## config.mk

```make
export PLATFORM = sky130hd
export DESIGN_NAME = pri_encoder_scan
export DESIGN_NICKNAME = d
export VERILOG_FILES = /design/src/rtl/pri_encoder_scan.sv
export SDC_FILE = /design/constraint.sdc
export NUM_CORES = 1
export LEC_CHECK = 0
export CAP_MARGIN = 0
export CORE_MARGIN = 2
export CORE_UTILIZATION = 55
export CTS_BUF_LIST = sky130_fd_sc_hd__clkbuf_2 sky130_fd_sc_hd__clkbuf_4 sky130_fd_sc_hd__clkbuf_8
export DETAILED_ROUTE_END_ITERATION = 16
export GPL_TIMING_DRIVEN = 0
export HOLD_SLACK_MARGIN = 0.08
export PLACE_DENSITY_LB_ADDON = 0.15
export SYNTH_ARGS = -nofsm -noshare
export SYNTH_HDL_FRONTEND = slang
export SYNTH_SLANG_ARGS = --single-unit
```

## constraint.sdc

```tcl
create_clock -name clk -period 2 [get_ports clk]
set_input_delay 0.4 -clock clk [delete_from_list [all_inputs] [get_ports clk]]
set_output_delay 0.4 -clock clk [all_outputs]
set_load 0.05 [all_outputs]
```

## src/rtl/pri_encoder_scan.sv

```systemverilog
// Registered request-vector scanner.
// Captures a WIDTH-bit request vector and emits the index of every set bit,
// one per output handshake, in priority order (LSB-first or MSB-first).
// An all-zero vector produces a single beat flagged with out_none.
module pri_encoder_scan #(
    parameter int WIDTH     = 16,
    parameter bit MSB_FIRST = 1'b0,
    localparam int IDX_W    = $clog2(WIDTH)
) (
    input  logic             clk,
    input  logic             rst_n,
    input  logic             enable,
    input  logic             abort,
    input  logic             in_valid,
    output logic             in_ready,
    input  logic [WIDTH-1:0] encoder_in,
    output logic             out_valid,
    input  logic             out_ready,
    output logic [IDX_W-1:0] binary_out,
    output logic             out_last,
    output logic             out_none
);

    typedef enum logic [0:0] {
        ST_IDLE = 1'b0,
        ST_SCAN = 1'b1
    } state_t;

    localparam logic [WIDTH-1:0] LSB_ONE = {{(WIDTH-1){1'b0}}, 1'b1};

    // Index of the highest-priority set bit; zero for an empty vector.
    // The loop direction makes the last matching bit win, which selects
    // the lowest bit for LSB-first and the highest bit for MSB-first.
    function automatic logic [IDX_W-1:0] pick_index(input logic [WIDTH-1:0] vec);
        logic [IDX_W-1:0] idx;
        idx = {IDX_W{1'b0}};
        if (MSB_FIRST) begin
            for (int i = 0; i < WIDTH; i++) begin
                if (vec[i]) begin
                    idx = IDX_W'(i);
                end else begin
                    idx = idx;
                end
            end
        end else begin
            for (int i = WIDTH - 1; i >= 0; i--) begin
                if (vec[i]) begin
                    idx = IDX_W'(i);
                end else begin
                    idx = idx;
                end
            end
        end
        return idx;
    endfunction

    // True when at most one bit is set: the beat built from this vector is
    // the final one (covers the all-zero single-beat case as well).
    function automatic logic is_final(input logic [WIDTH-1:0] vec);
        return ((vec & (vec - LSB_ONE)) == {WIDTH{1'b0}});
    endfunction

    state_t             state_q, state_d;
    logic [WIDTH-1:0]   pend_q, pend_d;
    logic               out_valid_q, out_valid_d;
    logic [IDX_W-1:0]   binary_out_q, binary_out_d;
    logic               out_last_q, out_last_d;
    logic               out_none_q, out_none_d;

    logic               out_fire_s;
    logic               in_fire_s;
    logic               in_ready_s;
    logic [WIDTH-1:0]   pend_rest_s;

    // Handshake qualifiers; a new vector may be taken on the final beat so
    // consecutive vectors stream without an idle cycle.
    always_comb begin
        out_fire_s  = out_valid_q & out_ready;
        in_ready_s  = enable
                    & ((state_q == ST_IDLE) | (out_fire_s & out_last_q))
                    & ~abort;
        in_fire_s   = in_valid & in_ready_s;
        pend_rest_s = pend_q & ~(LSB_ONE << binary_out_q);
    end

    // Next-state and next-output computation; abort wins over everything.
    always_comb begin
        state_d      = state_q;
        pend_d       = pend_q;
        out_valid_d  = out_valid_q;
        binary_out_d = binary_out_q;
        out_last_d   = out_last_q;
        out_none_d   = out_none_q;

        case (state_q)
            ST_IDLE: begin
                if (in_fire_s) begin
                    state_d      = ST_SCAN;
                    pend_d       = encoder_in;
                    out_valid_d  = 1'b1;
                    binary_out_d = pick_index(encoder_in);
                    out_last_d   = is_final(encoder_in);
                    out_none_d   = (encoder_in == {WIDTH{1'b0}});
                end else begin
                    state_d     = ST_IDLE;
                    out_valid_d = 1'b0;
                end
            end
            ST_SCAN: begin
                if (out_fire_s && out_last_q) begin
                    if (in_fire_s) begin
                        state_d      = ST_SCAN;
                        pend_d       = encoder_in;
                        out_valid_d  = 1'b1;
                        binary_out_d = pick_index(encoder_in);
                        out_last_d   = is_final(encoder_in);
                        out_none_d   = (encoder_in == {WIDTH{1'b0}});
                    end else begin
                        state_d      = ST_IDLE;
                        pend_d       = {WIDTH{1'b0}};
                        out_valid_d  = 1'b0;
                        binary_out_d = {IDX_W{1'b0}};
                        out_last_d   = 1'b0;
                        out_none_d   = 1'b0;
                    end
                end else if (out_fire_s) begin
                    pend_d       = pend_rest_s;
                    binary_out_d = pick_index(pend_rest_s);
                    out_last_d   = is_final(pend_rest_s);
                    out_none_d   = 1'b0;
                end else begin
                    state_d = ST_SCAN;
                end
            end
            default: begin
                state_d      = ST_IDLE;
                pend_d       = {WIDTH{1'b0}};
                out_valid_d  = 1'b0;
                binary_out_d = {IDX_W{1'b0}};
                out_last_d   = 1'b0;
                out_none_d   = 1'b0;
            end
        endcase

        if (abort) begin
            state_d      = ST_IDLE;
            pend_d       = {WIDTH{1'b0}};
            out_valid_d  = 1'b0;
            binary_out_d = {IDX_W{1'b0}};
            out_last_d   = 1'b0;
            out_none_d   = 1'b0;
        end else begin
            state_d = state_d;
        end
    end

    // State, pending vector and registered output beat.
    always_ff @(posedge clk or negedge rst_n) begin
        if (!rst_n) begin
            state_q      <= ST_IDLE;
            pend_q       <= {WIDTH{1'b0}};
            out_valid_q  <= 1'b0;
            binary_out_q <= {IDX_W{1'b0}};
            out_last_q   <= 1'b0;
            out_none_q   <= 1'b0;
        end else begin
            state_q      <= state_d;
            pend_q       <= pend_d;
            out_valid_q  <= out_valid_d;
            binary_out_q <= binary_out_d;
            out_last_q   <= out_last_d;
            out_none_q   <= out_none_d;
        end
    end

    assign in_ready   = in_ready_s;
    assign out_valid  = out_valid_q;
    assign binary_out = binary_out_q;
    assign out_last   = out_last_q;
    assign out_none   = out_none_q;

endmodule

```

==> impl_metrics.ini, run 1 <==
[drt]
firstDrtPassIters = 7
drtAntennaViolNets = 0
wirelength_mm = 8.23
vias = 2806
drc = 0
drt_iter0_markers = 379
wire_per_inst_um = 20.8
vias_per_cell = 7.09

[synthesis]
synth_common_cells = nor2_1 (48), dfrtp_1 (24), a21oi_1 (20), nand2_1 (19), o21ai_0 (18)
synth_top_area_share = 0.256
synthesis.area_um2 = 2340
async_flop_share = 1.00
synth.avg_cell_area_um2 = 7.66
ys_types = 66
synth_edf_count = 0
syn_inst = 306
ys_ff_latch = 24
synthTopCellsByArea = dfrtp_1 (26%), nor2_1 (7.7%), a21oi_1 (4.3%)
synth_most_common_cell = nor2_1
synth-seq-area-share = 0.256
yosys_warnings = 0
synth_nets = 328
ys.flop_type = dfrtp_1
post-synth-top-area-cell = dfrtp_1

[clocking]
hold_buffers = 0
cts_tree = built
root_buffer = clkbuf_8
numCtsBuffers = 3
ctsLongestPathBuffers = 2
clock_tree.htree_level_count = 1
cts.sinks = 24
clock_latency_ns = 0.27
clk_transition_reported_paths_ns = 0.09

[cells_and_area]
fin_area_um2 = 3030
syn_to_final_growth_pct = 29.2
final_util = 0.747
fin_nets = 369
n_antenna_cell = 0
layout-drive-gt1-share = 0.214

[timing]
final_hold_viol_count = 0
slew_violations = 0
hold_ws_ns = 0.538
setup_slack_ns = -0.102
relSlewSlack = 0.208
timing.final.crit_period_ns = 2.10
max_freq_ghz = 0.476
grt_setup_unrepaired = yes
period_share = 1.05
fin_worst_skew_ns = 0.00218
tightestPinTransition_ns = 1.18
finalSetupViolations = 4

[place]
place_congestion = 0.931
numPortBuffers = 28
placed_area_um2 = 2710
pre_cts_ws_ns = -0.930
dp_hpwl_mm = 5.87

[status]
violations = setup timing
status = finished with violations

[grt]
grt_usage = 0.345
overflow = 0
grt_pass1_wl_mm = 13.4
grt_pass1_vias = 2625
grt_max_degree = 25
antenna_found_initial = 0

[setup_path]
critPathArrivalTime_ns = 2.26
start_kind = flip-flop
critPathCaptureType = flip-flop
critical_path_class = reg -> reg
cp_max_fo = 10
required_ns = 2.16

[power_and_ir_drop]
vdd_drop_max_mv = 0.282
power_density_nw_per_um2 = 496
p_leak_uw = 0.00110
finalPower_uw = 1500

[floorplanning]
die-area_um2 = 4800
start_util = 0.578
die-width_um = 69.3
die_h_um = 69.3
ioPinCount = 30
row_count = 23
coreArea_um2 = 4060

[hold_path]
hp-class = reg -> reg

[run]
cap_violations = 0
==> state kept, by name, indices dropped and copies added, names as in the netlist <==
register    cells
pend_q         16
out_none        1
out_last        1
binary_out      4
state_q         1
out_valid       1
==> area by class of cell <==
| type | count | area [um^2] |
|---|---|---|
| clock buffers | 4 | 55.1 |
| fillers | 323 | 1030 |
| inverters | 6 | 22.5 |
| multi-input cells | 255 | 1810 |
| well taps | 50 | 62.6 |
| repair buffers | 38 | 354 |
| flip-flops and latches | 24 | 608 |
| plain buffers | 19 | 121 |
==> per-stage QoR <==
stage	setup TNS (ns)	std cells
after floorplan	-0.00370	306
after global placement	-7.70	384
after detailed placement	-8.33	384
after CTS	-0.0256	391
after global routing	-0.355	396
final	-0.155	396
==> metal layers <==
layer,global-route usage,routed length [um]
met5,0,0
met4,0.133,303
met3,0.0363,752
met2,0.533,3770
met1,0.494,3410
==> final timing paths <==
check | from | end | slack (ns) | cells past startpoint
min | out_none$_DFFE_PN0P_ | out_none$_DFFE_PN0P_ | 0.54 | 2
max in group asynchronous | rst_n | out_last$_DFFE_PN0P_ | 0.46 | 1
min reg2reg | out_none$_DFFE_PN0P_ | out_none$_DFFE_PN0P_ | 0.54 | 2
max reg2reg | binary_out[2]$_DFFE_PN0P_ | binary_out[3]$_DFFE_PN0P_ | -0.10 | 7
max | binary_out[2]$_DFFE_PN0P_ | binary_out[3]$_DFFE_PN0P_ | -0.10 | 7
min in group asynchronous | rst_n | binary_out[3]$_DFFE_PN0P_ | 0.76 | 1
==> cell families (layout without fill, tap and decap cells) <==
kind of cell | count (synthesis) | count (layout) | share of synthesized area
and+or+nand+nor | 116 | 116 | 0.252
muxes | 9 | 9 | 0.0443
adders and majority gates | 4 | 4 | 0.0171
AOI/OAI and AO/OA | 126 | 126 | 0.377
DFF | 24 | 24 | 0.256
buffers and inverters | 27 | 67 | 0.0534
==> report_power, final <==
part	total [uW]	internal, uW	switching (uW)
clock	341	176	165
combinational	597	246	351
sequential	565	512	53.1
total	1500	934	569
==> cells in the final DEF, fill, tap and decap left out, types with 5 or more instances in the layout <==
cell	n
buf_4	15
a31oi_1	7
clkdlybuf4s50_1	22
nand3_1	7
o21ai_0	17
dfrtp_1	18
clkbuf_1	5
o21ai_1	10
nor2b_1	5
nand2b_1	5
dfrtp_2	6
o211ai_1	7
nand2_1	18
a22oi_1	10
nor2_1	48
a21oi_1	20
inv_1	6
==> critical path, cell delays in order (launching register included) <==
cell	delay, ns
dfrtp_2	0.47
buf_4	0.20
and3_1	0.22
a21boi_0	0.52
nor3_2	0.12
nand2_1	0.12
a311oi_1	0.09
nor3_1	0.24
==> timing repair <==
item / 4_1_cts / 5_1_grt
endpoints found under the setup margin: 16 / 18
setup buffers: 5 / 5
pin swaps: 6 / 7
resized for setup: 31 / 34
(Power assumes the default switching activity.)
==> run 2, diff against run 1 <==
Settings changed: CORE_ASPECT_RATIO set to 1.2, CORE_UTILIZATION 55 to 51.
==> impl_metrics.ini, run 2 (same netlist as run 1, synthesis figures left out) <==
[status]
status = finished with violations
violations = setup timing

[drt]
firstDrtPassIters = 5
vias = 2704
wire_per_inst_um = 20.0
drt_iter0_markers = 236
drtAntennaViolNets = 0
wirelength_mm = 8.03
drc = 0
vias_per_cell = 6.73

[cells_and_area]
syn_to_final_growth_pct = 27.7
final_cells = 402
layout_common_cells = nor2_1 (48), clkdlybuf4s50_1 (23), a21oi_1 (20), dfrtp_1 (18), o21ai_0 (17)
top_register = pend_q
layout_commonest_cell = nor2_1
fin_nets = 367
n_antenna_cell = 0
layout-drive-gt1-share = 0.203
largest_reg_flops = 16
fin_area_um2 = 2990

[grt]
overflow = 0
grt_usage = 0.324
grt_pass1_wl_mm = 12.8
antenna_found_initial = 0
grt_max_degree = 25
grt_pass1_vias = 2452

[place]
pre_cts_ws_ns = -0.930
numPortBuffers = 28
placed_cells = 392
dp_hpwl_mm = 5.98
place_congestion = 0.962
placed_area_um2 = 2720

[power_and_ir_drop]
power_density_nw_per_um2 = 493
p_leak_uw = 0.00109
vdd_drop_max_mv = 0.285
finalPower_uw = 1480

[timing]
fin_worst_skew_ns = 0.00205
period_share = 1.03
finalSetupViolations = 2
setup_slack_ns = -0.0631
slew_violations = 0
tightestPinTransition_ns = 1.15
final_hold_viol_count = 0
relSlewSlack = 0.234
finalSetupTns_ns = -0.0676
timing.final.crit_period_ns = 2.06
max_freq_ghz = 0.485
grt_setup_unrepaired = yes

[clocking]
cts.sinks = 24
clock_tree.htree_level_count = 1
clock_latency_ns = 0.27
cts_tree = built
clk_transition_reported_paths_ns = 0.09
hold_buffers = 0
ctsLongestPathBuffers = 2
root_buffer = clkbuf_8
numCtsBuffers = 3

[run]
cap_violations = 0

[setup_path]
required_ns = 2.15
path_cells = buf_6 -> mux2_4 -> o32ai_4 -> nand2_2 -> o21bai_1 -> a31oi_1 -> o31ai_2
critPathArrivalTime_ns = 2.21
crit_path_top_delay_cell = dfrtp_2
start_kind = flip-flop
cp_max_fo = 10
cpPeakStageDelay_ns = 0.44
crit_buf_inv = 1
crit_family = compound AO/OA/AOI/OAI gates
critPathCaptureType = flip-flop
critical_path_class = reg -> reg

[floorplanning]
row_count = 27
start_util = 0.522
coreArea_um2 = 4490
die-area_um2 = 5160
die-width_um = 65.9
ioPinCount = 30
die_h_um = 78.3

[hold_path]
hp-class = reg -> reg
[run 2: cell types whose count changed in the layout (fill, tap and decap cells not counted), sizes merged]
| cell | change |
|---|---|
| clkbuf | -2 |
| dlygate4sd2 | -1 |
| clkdlybuf4s50 | +1 |
[run 2: final timing paths]
path,startpoint,slack [ns],depth (start not counted),endpoint
worst max-delay path,binary_out[0]$_DFFE_PN0P_,-0.06,7,out_last$_DFFE_PN0P_
worst min-delay path,out_none$_DFFE_PN0P_,0.53,2,out_none$_DFFE_PN0P_
worst max register to register,binary_out[0]$_DFFE_PN0P_,-0.06,7,out_last$_DFFE_PN0P_
worst min register to register,out_none$_DFFE_PN0P_,0.53,2,out_none$_DFFE_PN0P_
max in group asynchronous,rst_n,0.50,1,out_last$_DFFE_PN0P_
min in group asynchronous,rst_n,0.73,1,pend_q[14]$_DFFE_PN0P_
[run 2: timing repair]
| action | CTS | global route |
|---|---|---|
| pin swaps | 9 | 3 |
| resized for setup | 34 | 25 |
| endpoints found under the setup margin | 16 | 22 |
| setup buffers | 7 | 1 |
| gates cloned | 0 | 0 |
[run 2: worst min-delay path, delay by kind of cell (launching register included)]
family | cells | cell delay, ns
compound gates | 1 | 0.06
simple gates | 1 | 0.06
flops | 1 | 0.38
[run 2: per-stage QoR]
| stage | utilization | hold WS (ns) |
|---|---|---|
| after floorplan | - | 0.104 |
| after global placement | 0.605 | 0.516 |
| after detailed placement | 0.605 | 0.528 |
| after CTS | 0.646 | 0.541 |
| after global routing | 0.666 | 0.562 |
| final | 0.666 | 0.535 |
[run 2: report_power, final]
group / internal [uW] / leakage (uW) / switching, uW
Combinational: 236 / 0.000743 / 334
Clock: 176 / 0.0000288 / 164
Sequential: 512 / 0.000316 / 54.1
[run 2: cell type report]
class / count / area, um^2
Buffer: 19 / 128
Clock buffer: 4 / 55.1
Fill cell: 407 / 1500
Inverter: 6 / 22.5
Multi-Input combinational cell: 255 / 1770
Sequential cell: 24 / 608
Tap cell: 58 / 72.6
Timing Repair Buffer: 36 / 340
[run 2: per-layer routing]
layer,vias to the layer above,global-route usage,share of wire
met5,-,0,0
met1,1298,0.441,0.43
met4,0,0.123,0.034
met2,137,0.524,0.47
met3,27,0.0330,0.065
li1,1242,-,-
==> run 3, diff against run 2 <==
Settings changed: CTS_CLUSTER_SIZE set to 40.
==> results of run 3 <==
No change in the layout: final DEF, timing and power equal those of run 2.
